[src/rtl/wash_seq.sv]
// Washing-machine program sequencer: wash, N rinses and spin with prescaled timing,
// drum reversal, pause and power-off abort. Optional buzzer via `WASH_SEQ_BUZZER_EN.
module wash_seq #(
  parameter int TICK_DIV = 50,
  parameter int TIME_W   = 6,
  parameter int WASH_T   = 20,
  parameter int RINSE_T  = 10,
  parameter int SPIN_T   = 8,
  parameter int RINSES   = 2,
  parameter int DIR_T    = 2,
  parameter int BUZZ_T   = 3
) (
  input  logic              clk,
  input  logic              rst,
  input  logic              power_on,
  input  logic              start,
  input  logic              i_stop,
  input  logic [1:0]        mode,
  output logic              led_wash,
  output logic              led_rinse,
  output logic              led_spin,
  output logic              led_done,
  output logic              led_stop,
  output logic              motor_fwd,
  output logic              motor_rev,
  output logic [TIME_W-1:0] remain,
  output logic [2:0]        rinse_no,
  output logic              buzzer
);

  localparam int PW      = (TICK_DIV > 2) ? $clog2(TICK_DIV) : 1;
  localparam int DW      = (DIR_T > 1) ? $clog2(DIR_T) : 1;
  localparam int QUICK_T = ((WASH_T / 2) < 1) ? 1 : (WASH_T / 2);
  localparam logic [PW-1:0] PRESC_LAST = PW'(TICK_DIV - 1);
  localparam logic [DW-1:0] DIR_LAST   = DW'(DIR_T - 1);
  localparam logic [2:0]    STD_RINSES = 3'(RINSES);

  typedef enum logic [2:0] {
    S_IDLE  = 3'd0,
    S_WASH  = 3'd1,
    S_RINSE = 3'd2,
    S_SPIN  = 3'd3,
    S_DONE  = 3'd4,
    S_PAUSE = 3'd5
  } state_t;

  function automatic logic [2:0] rinse_count(input logic [1:0] m);
    case (m)
      2'b00:   rinse_count = STD_RINSES;
      2'b01:   rinse_count = 3'd1;
      2'b10:   rinse_count = STD_RINSES;
      default: rinse_count = 3'd0;
    endcase
  endfunction

  function automatic logic [TIME_W-1:0] phase_dur(input state_t ph, input logic [1:0] m);
    case (ph)
      S_WASH:  phase_dur = (m == 2'b01) ? TIME_W'(QUICK_T) : TIME_W'(WASH_T);
      S_RINSE: phase_dur = TIME_W'(RINSE_T);
      S_SPIN:  phase_dur = TIME_W'(SPIN_T);
      default: phase_dur = {TIME_W{1'b0}};
    endcase
  endfunction

  state_t            state_q, state_d, ret_q, ret_d, state_s, next_s, disp_s;
  logic [1:0]        mode_q, mode_d;
  logic [PW-1:0]     presc_q, presc_d, presc_s;
  logic [TIME_W-1:0] remain_q, remain_d, remain_s;
  logic [2:0]        rinse_q, rinse_d, rinse_s, rinse_sel_s, nr_s;
  logic [DW-1:0]     dir_cnt_q, dir_cnt_d, dir_cnt_s;
  logic              dir_rev_q, dir_rev_d, dir_rev_s;
  logic              resume_q, resume_d;
  logic              load_s, tick_s, run_dir_s;
  logic              led_wash_q, led_rinse_q, led_spin_q, led_done_q, led_stop_q;
  logic              led_wash_d, led_rinse_d, led_spin_d, led_done_d, led_stop_d;
  logic              motor_fwd_q, motor_rev_q, motor_fwd_d, motor_rev_d;
  logic [2:0]        rinse_no_q, rinse_no_d;

  // Next-state: the case yields either an in-phase update or a request to load a new phase.
  always_comb begin
    state_s     = state_q;
    ret_d       = ret_q;
    mode_d      = mode_q;
    presc_s     = presc_q;
    remain_s    = remain_q;
    rinse_s     = rinse_q;
    dir_cnt_s   = dir_cnt_q;
    dir_rev_s   = dir_rev_q;
    resume_d    = 1'b0;
    load_s      = 1'b0;
    next_s      = S_IDLE;
    rinse_sel_s = 3'd0;
    nr_s        = rinse_count(mode_q);
    tick_s      = (presc_q == PRESC_LAST);
    if (!power_on) begin
      state_s   = S_IDLE;
      ret_d     = S_IDLE;
      presc_s   = {PW{1'b0}};
      remain_s  = {TIME_W{1'b0}};
      rinse_s   = 3'd0;
      dir_cnt_s = {DW{1'b0}};
      dir_rev_s = 1'b0;
    end else begin
      case (state_q)
        S_IDLE: begin
          presc_s = {PW{1'b0}};
          if (start && !i_stop) begin
            mode_d = mode;
            load_s = 1'b1;
            case (mode)
              2'b10: begin
                if (STD_RINSES != 3'd0) begin
                  next_s      = S_RINSE;
                  rinse_sel_s = 3'd1;
                end else begin
                  next_s = S_SPIN;
                end
              end
              2'b11:   next_s = S_SPIN;
              default: next_s = S_WASH;
            endcase
          end else begin
            mode_d = mode_q;
          end
        end
        S_WASH, S_RINSE, S_SPIN: begin
          if (i_stop) begin
            // a tick landing here is dropped; the prescaler stays at its last count
            state_s = S_PAUSE;
            ret_d   = state_q;
          end else if (resume_q) begin
            presc_s = presc_q;
          end else if (!tick_s) begin
            presc_s = presc_q + PW'(1);
          end else if (remain_q > TIME_W'(1)) begin
            presc_s  = {PW{1'b0}};
            remain_s = remain_q - TIME_W'(1);
            if ((state_q != S_SPIN) && (dir_cnt_q == DIR_LAST)) begin
              dir_cnt_s = {DW{1'b0}};
              dir_rev_s = ~dir_rev_q;
            end else if (state_q != S_SPIN) begin
              dir_cnt_s = dir_cnt_q + DW'(1);
            end else begin
              dir_cnt_s = dir_cnt_q;
            end
          end else begin
            load_s = 1'b1;
            case (state_q)
              S_WASH: begin
                if (nr_s != 3'd0) begin
                  next_s      = S_RINSE;
                  rinse_sel_s = 3'd1;
                end else begin
                  next_s = S_SPIN;
                end
              end
              S_RINSE: begin
                if (rinse_q < nr_s) begin
                  next_s      = S_RINSE;
                  rinse_sel_s = rinse_q + 3'd1;
                end else begin
                  next_s = S_SPIN;
                end
              end
              default: next_s = S_DONE;
            endcase
          end
        end
        S_PAUSE: begin
          if (!i_stop) begin
            state_s  = ret_q;
            resume_d = 1'b1;
          end else begin
            state_s = S_PAUSE;
          end
        end
        S_DONE: begin
          if (!start) begin
            state_s = S_IDLE;
          end else begin
            state_s = S_DONE;
          end
        end
        default: begin
          state_s  = S_IDLE;
          remain_s = {TIME_W{1'b0}};
          rinse_s  = 3'd0;
        end
      endcase
    end
    state_d   = load_s ? next_s : state_s;
    presc_d   = load_s ? {PW{1'b0}} : presc_s;
    remain_d  = load_s ? phase_dur(next_s, mode_d) : remain_s;
    rinse_d   = load_s ? rinse_sel_s : rinse_s;
    dir_cnt_d = load_s ? {DW{1'b0}} : dir_cnt_s;
    dir_rev_d = load_s ? 1'b0 : dir_rev_s;
  end

  // Output decode from next-state values so every output comes straight from a flop.
  always_comb begin
    disp_s      = (state_d == S_PAUSE) ? ret_d : state_d;
    run_dir_s   = (state_d == S_WASH) || (state_d == S_RINSE);
    led_wash_d  = (disp_s == S_WASH);
    led_rinse_d = (disp_s == S_RINSE);
    led_spin_d  = (disp_s == S_SPIN);
    led_done_d  = (state_d == S_DONE);
    led_stop_d  = (state_d == S_PAUSE);
    motor_fwd_d = (run_dir_s && !dir_rev_d) || (state_d == S_SPIN);
    motor_rev_d = run_dir_s && dir_rev_d;
    rinse_no_d  = (disp_s == S_RINSE) ? rinse_d : 3'd0;
  end

  // Sequencer state registers.
  always_ff @(posedge clk or posedge rst) begin
    if (rst) begin
      state_q   <= S_IDLE;
      ret_q     <= S_IDLE;
      mode_q    <= 2'b00;
      presc_q   <= {PW{1'b0}};
      remain_q  <= {TIME_W{1'b0}};
      rinse_q   <= 3'd0;
      dir_cnt_q <= {DW{1'b0}};
      dir_rev_q <= 1'b0;
      resume_q  <= 1'b0;
    end else begin
      state_q   <= state_d;
      ret_q     <= ret_d;
      mode_q    <= mode_d;
      presc_q   <= presc_d;
      remain_q  <= remain_d;
      rinse_q   <= rinse_d;
      dir_cnt_q <= dir_cnt_d;
      dir_rev_q <= dir_rev_d;
      resume_q  <= resume_d;
    end
  end

  // Registered panel and motor outputs.
  always_ff @(posedge clk or posedge rst) begin
    if (rst) begin
      led_wash_q  <= 1'b0;
      led_rinse_q <= 1'b0;
      led_spin_q  <= 1'b0;
      led_done_q  <= 1'b0;
      led_stop_q  <= 1'b0;
      motor_fwd_q <= 1'b0;
      motor_rev_q <= 1'b0;
      rinse_no_q  <= 3'd0;
    end else begin
      led_wash_q  <= led_wash_d;
      led_rinse_q <= led_rinse_d;
      led_spin_q  <= led_spin_d;
      led_done_q  <= led_done_d;
      led_stop_q  <= led_stop_d;
      motor_fwd_q <= motor_fwd_d;
      motor_rev_q <= motor_rev_d;
      rinse_no_q  <= rinse_no_d;
    end
  end

  assign led_wash  = led_wash_q;
  assign led_rinse = led_rinse_q;
  assign led_spin  = led_spin_q;
  assign led_done  = led_done_q;
  assign led_stop  = led_stop_q;
  assign motor_fwd = motor_fwd_q;
  assign motor_rev = motor_rev_q;
  assign remain    = remain_q;
  assign rinse_no  = rinse_no_q;

`ifdef WASH_SEQ_BUZZER_EN
  localparam int BUZZ_CYC = BUZZ_T * TICK_DIV;
  localparam int BW       = (BUZZ_CYC > 0) ? $clog2(BUZZ_CYC + 1) : 1;

  logic [BW-1:0] buzz_cnt_q, buzz_cnt_d;
  logic          buzzer_q, buzzer_d;

  // Buzzer window counts down from DONE entry and collapses as soon as DONE is left.
  always_comb begin
    if ((state_d == S_DONE) && (state_q != S_DONE)) begin
      buzz_cnt_d = BW'(BUZZ_CYC);
    end else if ((state_d == S_DONE) && (buzz_cnt_q != {BW{1'b0}})) begin
      buzz_cnt_d = buzz_cnt_q - BW'(1);
    end else begin
      buzz_cnt_d = {BW{1'b0}};
    end
    buzzer_d = (buzz_cnt_d != {BW{1'b0}});
  end

  // Buzzer registers.
  always_ff @(posedge clk or posedge rst) begin
    if (rst) begin
      buzz_cnt_q <= {BW{1'b0}};
      buzzer_q   <= 1'b0;
    end else begin
      buzz_cnt_q <= buzz_cnt_d;
      buzzer_q   <= buzzer_d;
    end
  end

  assign buzzer = buzzer_q;
`else
  assign buzzer = 1'b0;
`endif

endmodule
[config.mk]
export PLATFORM = sky130hd
export DESIGN_NAME = wash_seq
export DESIGN_NICKNAME = d
export VERILOG_FILES = /design/src/rtl/wash_seq.sv
export SDC_FILE = /design/constraint.sdc
export NUM_CORES = 1
export LEC_CHECK = 0
export ABC_AREA = 1
export ABC_CLOCK_PERIOD_IN_PS = 5630
export CORE_MARGIN = 2
export CORE_UTILIZATION = 57
export CTS_CLUSTER_SIZE = 16
export DETAILED_ROUTE_END_ITERATION = 7
export PLACE_DENSITY = 0.8
export SYNTH_ARGS = -nofsm -noshare
export SYNTH_HDL_FRONTEND = slang
export SYNTH_SLANG_ARGS = --single-unit
[constraint.sdc]
create_clock -name clk -period 5.63 [get_ports clk]
set_input_delay 0.563 -clock clk [delete_from_list [all_inputs] [get_ports clk]]
set_output_delay 0.563 -clock clk [all_outputs]
set_load 0.02 [all_outputs]
==> metrics <==
CTS buffer count=5; flops & latches, synth=36; DR pass1 iterations=4; first-pass GRT wire length=7.59 mm; Post-Route WL=4.26 mm; Core Area=3690 µm²; max_cap viols=0; Clock Tree Buf Depth=2; clk slew on worst S/H paths=0.07 ns; final antenna-violating net count=0; number of synthesized flops with an enable pin=0; routed via count=1,726; crit-path cells=clkdlybuf4s50_1 > inv_1 > nor3_2 > nand2_1 > nand2_4 > inv_4 > o31ai_4 > nand3_2 > nor2_1; pwr dens=242 nW/µm²; final period utilization=43.9%; CP arrival=2.68 ns; GPL Wtd Cong=0.878; CTS tree=yes; HP Class=flop to flop; Max-Slew Margin vs Limit=61.2%; Peak VDD IR=0.176 mV; Post-synth ARST share=100%; I/O Pins=24; Synth Warn #=0; # nets final=304; setup violation total in the final timing report=0; hold_buf cts=0; post-synth cell types=39; DPL Wire Length=3.35 mm; Post-CTS Setup Inserts=0; # diodes=0; Synth Area in Simple Gates=33.0%; Sink Count=36; Post-Syn Instances=265; critical path class=input port to flop; multiplexer area fraction after synthesis=0%; f_max=0.404 GHz; largest family of logic cells by synthesized area=simple AND/OR/NAND/NOR gates; post-place setup slack=2.87 ns; post-route worst setup slack=3.16 ns; Tot GR Track Use=22.9%; Final Hold Vio Count=0; Worst-Skew Late Latency=0.28 ns; fin crit period=2.47 ns; CP startpoint kind=input port; Die Ht=66.2 µm; Site Rows=22; CP top delay family=buffers and inverters; P&R area growth vs syn=14.9%; xor/xnor share of the synthesized area=2.78%; syn_nets=278; Finished Layout Cells=339; Port Buffers=22; Synth Cell Area=2210 µm²; main flop type after synthesis=dfrtp_1; fin. max-slew vios=0; worst slew pin tran=0.580 ns; post-route cell area=2530 µm²; DR WL/cell=12.6 µm; Avg Synthesized Cell Area=8.32 µm²; Leakage Power=0.00119 µW; Post-CTS Resized=0; Compound-Gate Fraction of Synth Area=10.6%; RSZ-0062 raised after global routing=false; Crit path largest cell delay=0.84 ns; register area share after synthesis=40.8%; Worst EP required=5.84 ns; Critical path buffers and inverters=3; Root Buffer=clkbuf_8; TNS Setup=0 ns; pin count of the biggest net entering global routing=37; Synth Area in Adders=3.40%; die footprint=4380 µm²; vias in the first global route=1,743; global route overflow=0; DRC=0; Post-Place Cells=332; Post-DP Area=2450 µm²; initial drt markers=56; layout cells sized above 1=19.6%; clk_skew=0.00747 ns; Critical Path End Type=flop; initial core utilization=59.8%; status=completed; Chip Width=66.2 µm; slowest stage cell, crit path=clkdlybuf4s50_1; Total Power=614 µW; H-tree Lvls=2; routed vias/inst=5.09; Max FO, Critical Path=13; initial antenna violation count=0
-- registers in the layout, summed over array words and instances, names as in the netlist, 2 cells and up --
signal,cells
mode_q,2
presc_q,6
remain,6
ret_q,3
rinse_no,3
rinse_q,3
state_q,3
-- worst register-to-register path, stage by stage, from the launching register on --
cell     delay, ns
dfrtp_1       0.37
inv_1         0.09
ha_1          0.24
nor2_1        0.21
nor2_4        0.09
nand3_4       0.12
nand3_4       0.13
inv_2         0.15
nand2_1       0.10
nand2_4       0.13
nand3_2       0.10
nand2_2       0.09
nand3_2       0.11
nor2_1        0.13
-- stage by stage --
| step | hold WS (ns) | utilization (%) |
|---|---|---|
| final | 0.538 | 68.7 |
| after global routing | 0.562 | 68.7 |
| after CTS | 0.541 | 68.7 |
| after detailed placement | 0.530 | 66.5 |
| after global placement | 0.522 | 66.5 |
| after floorplan | 0.492 | - |
-- worst paths after layout --
| path | endpoint | cells past startpoint | startpoint | slack, ns |
|---|---|---|---|---|
| min | presc_q[0] | 1 | presc_q[0] | 0.54 |
| min in group asynchronous | presc_q[1] | 3 | rst | 0.67 |
| max in group asynchronous | remain[1] | 3 | rst | 4.64 |
| min reg2reg | presc_q[0] | 1 | presc_q[0] | 0.54 |
| max | rinse_no[2] | 9 | power_on | 3.16 |
| max reg2reg | rinse_no[2] | 13 | remain[0] | 3.51 |
-- kinds of logic (layout without fill, tap and decap cells) --
logic type / Yosys count / count (layout)
simple gates: 132 / 132
buf+inv: 47 / 73
compound gates: 36 / 36
flops: 36 / 36
xor+xnor: 7 / 7
fa+ha+maj: 6 / 6
other cells: 1 / 1
-- layer usage --
| layer | wire length [µm] | up-vias | global-route usage (%) |
|---|---|---|---|
| li1 | - | 898 | - |
| met1 | 1850 | 790 | 27.1 |
| met2 | 2190 | 34 | 41.1 |
| met3 | 174 | 4 | 5.45 |
| met4 | 41 | 0 | 6.38 |
| met5 | 0 | - | 0 |
-- cell usage after synthesis, types with 3 or more instances --
master,instances,area (µm²)
inv_2,8,30.0
nand3_2,6,60.1
nor2_2,5,31.3
xnor2_1,3,26.3
o22ai_1,4,25.0
nand4_1,3,18.8
nor2_4,6,67.6
nor3_1,5,25.0
nand2_1,38,143
inv_1,33,124
dfrtp_1,36,901
nand2_2,12,75.1
xor2_1,4,35.0
o21ai_1,4,20.0
nand3_1,17,85.1
o21ai_0,17,85.1
ha_1,6,75.1
nor2_1,31,116
-- layout by cell type (no fill, tap or decap), types with 5 or more instances in the layout --
cell type | Yosys | layout
inv_2 | 8 | 8
nand2_2 | 12 | 12
inv_1 | 33 | 33
nor2_4 | 6 | 6
dfrtp_1 | 36 | 36
nand3_1 | 17 | 17
clkdlybuf4s50_1 | 0 | 22
ha_1 | 6 | 6
nand2_1 | 38 | 38
nor3_1 | 5 | 5
o21ai_0 | 17 | 17
nor2_2 | 5 | 5
nor2_1 | 31 | 31
clkbuf_8 | 1 | 5
nand3_2 | 6 | 6
-- power breakdown --
| group | leakage (µW) | switching, µW | total, µW | internal [µW] |
|---|---|---|---|---|
| Clock | 0.0000400 | 89.2 | 173 | 83.7 |
| Sequential | 0.000491 | 16.1 | 290 | 274 |
| Combinational | 0.000663 | 93.3 | 152 | 58.7 |
| Total | 0.00119 | 199 | 614 | 416 |
-- cell type report --
type	instances	area (µm²)
flip-flops and latches	36	901
clock buffers	5	68.8
repair buffers	23	228
multi-input cells	182	1100
clock inverters	2	12.5
fillers	303	1150
inverters	43	165
well taps	48	60.1
(Power assumes the default switching activity.)
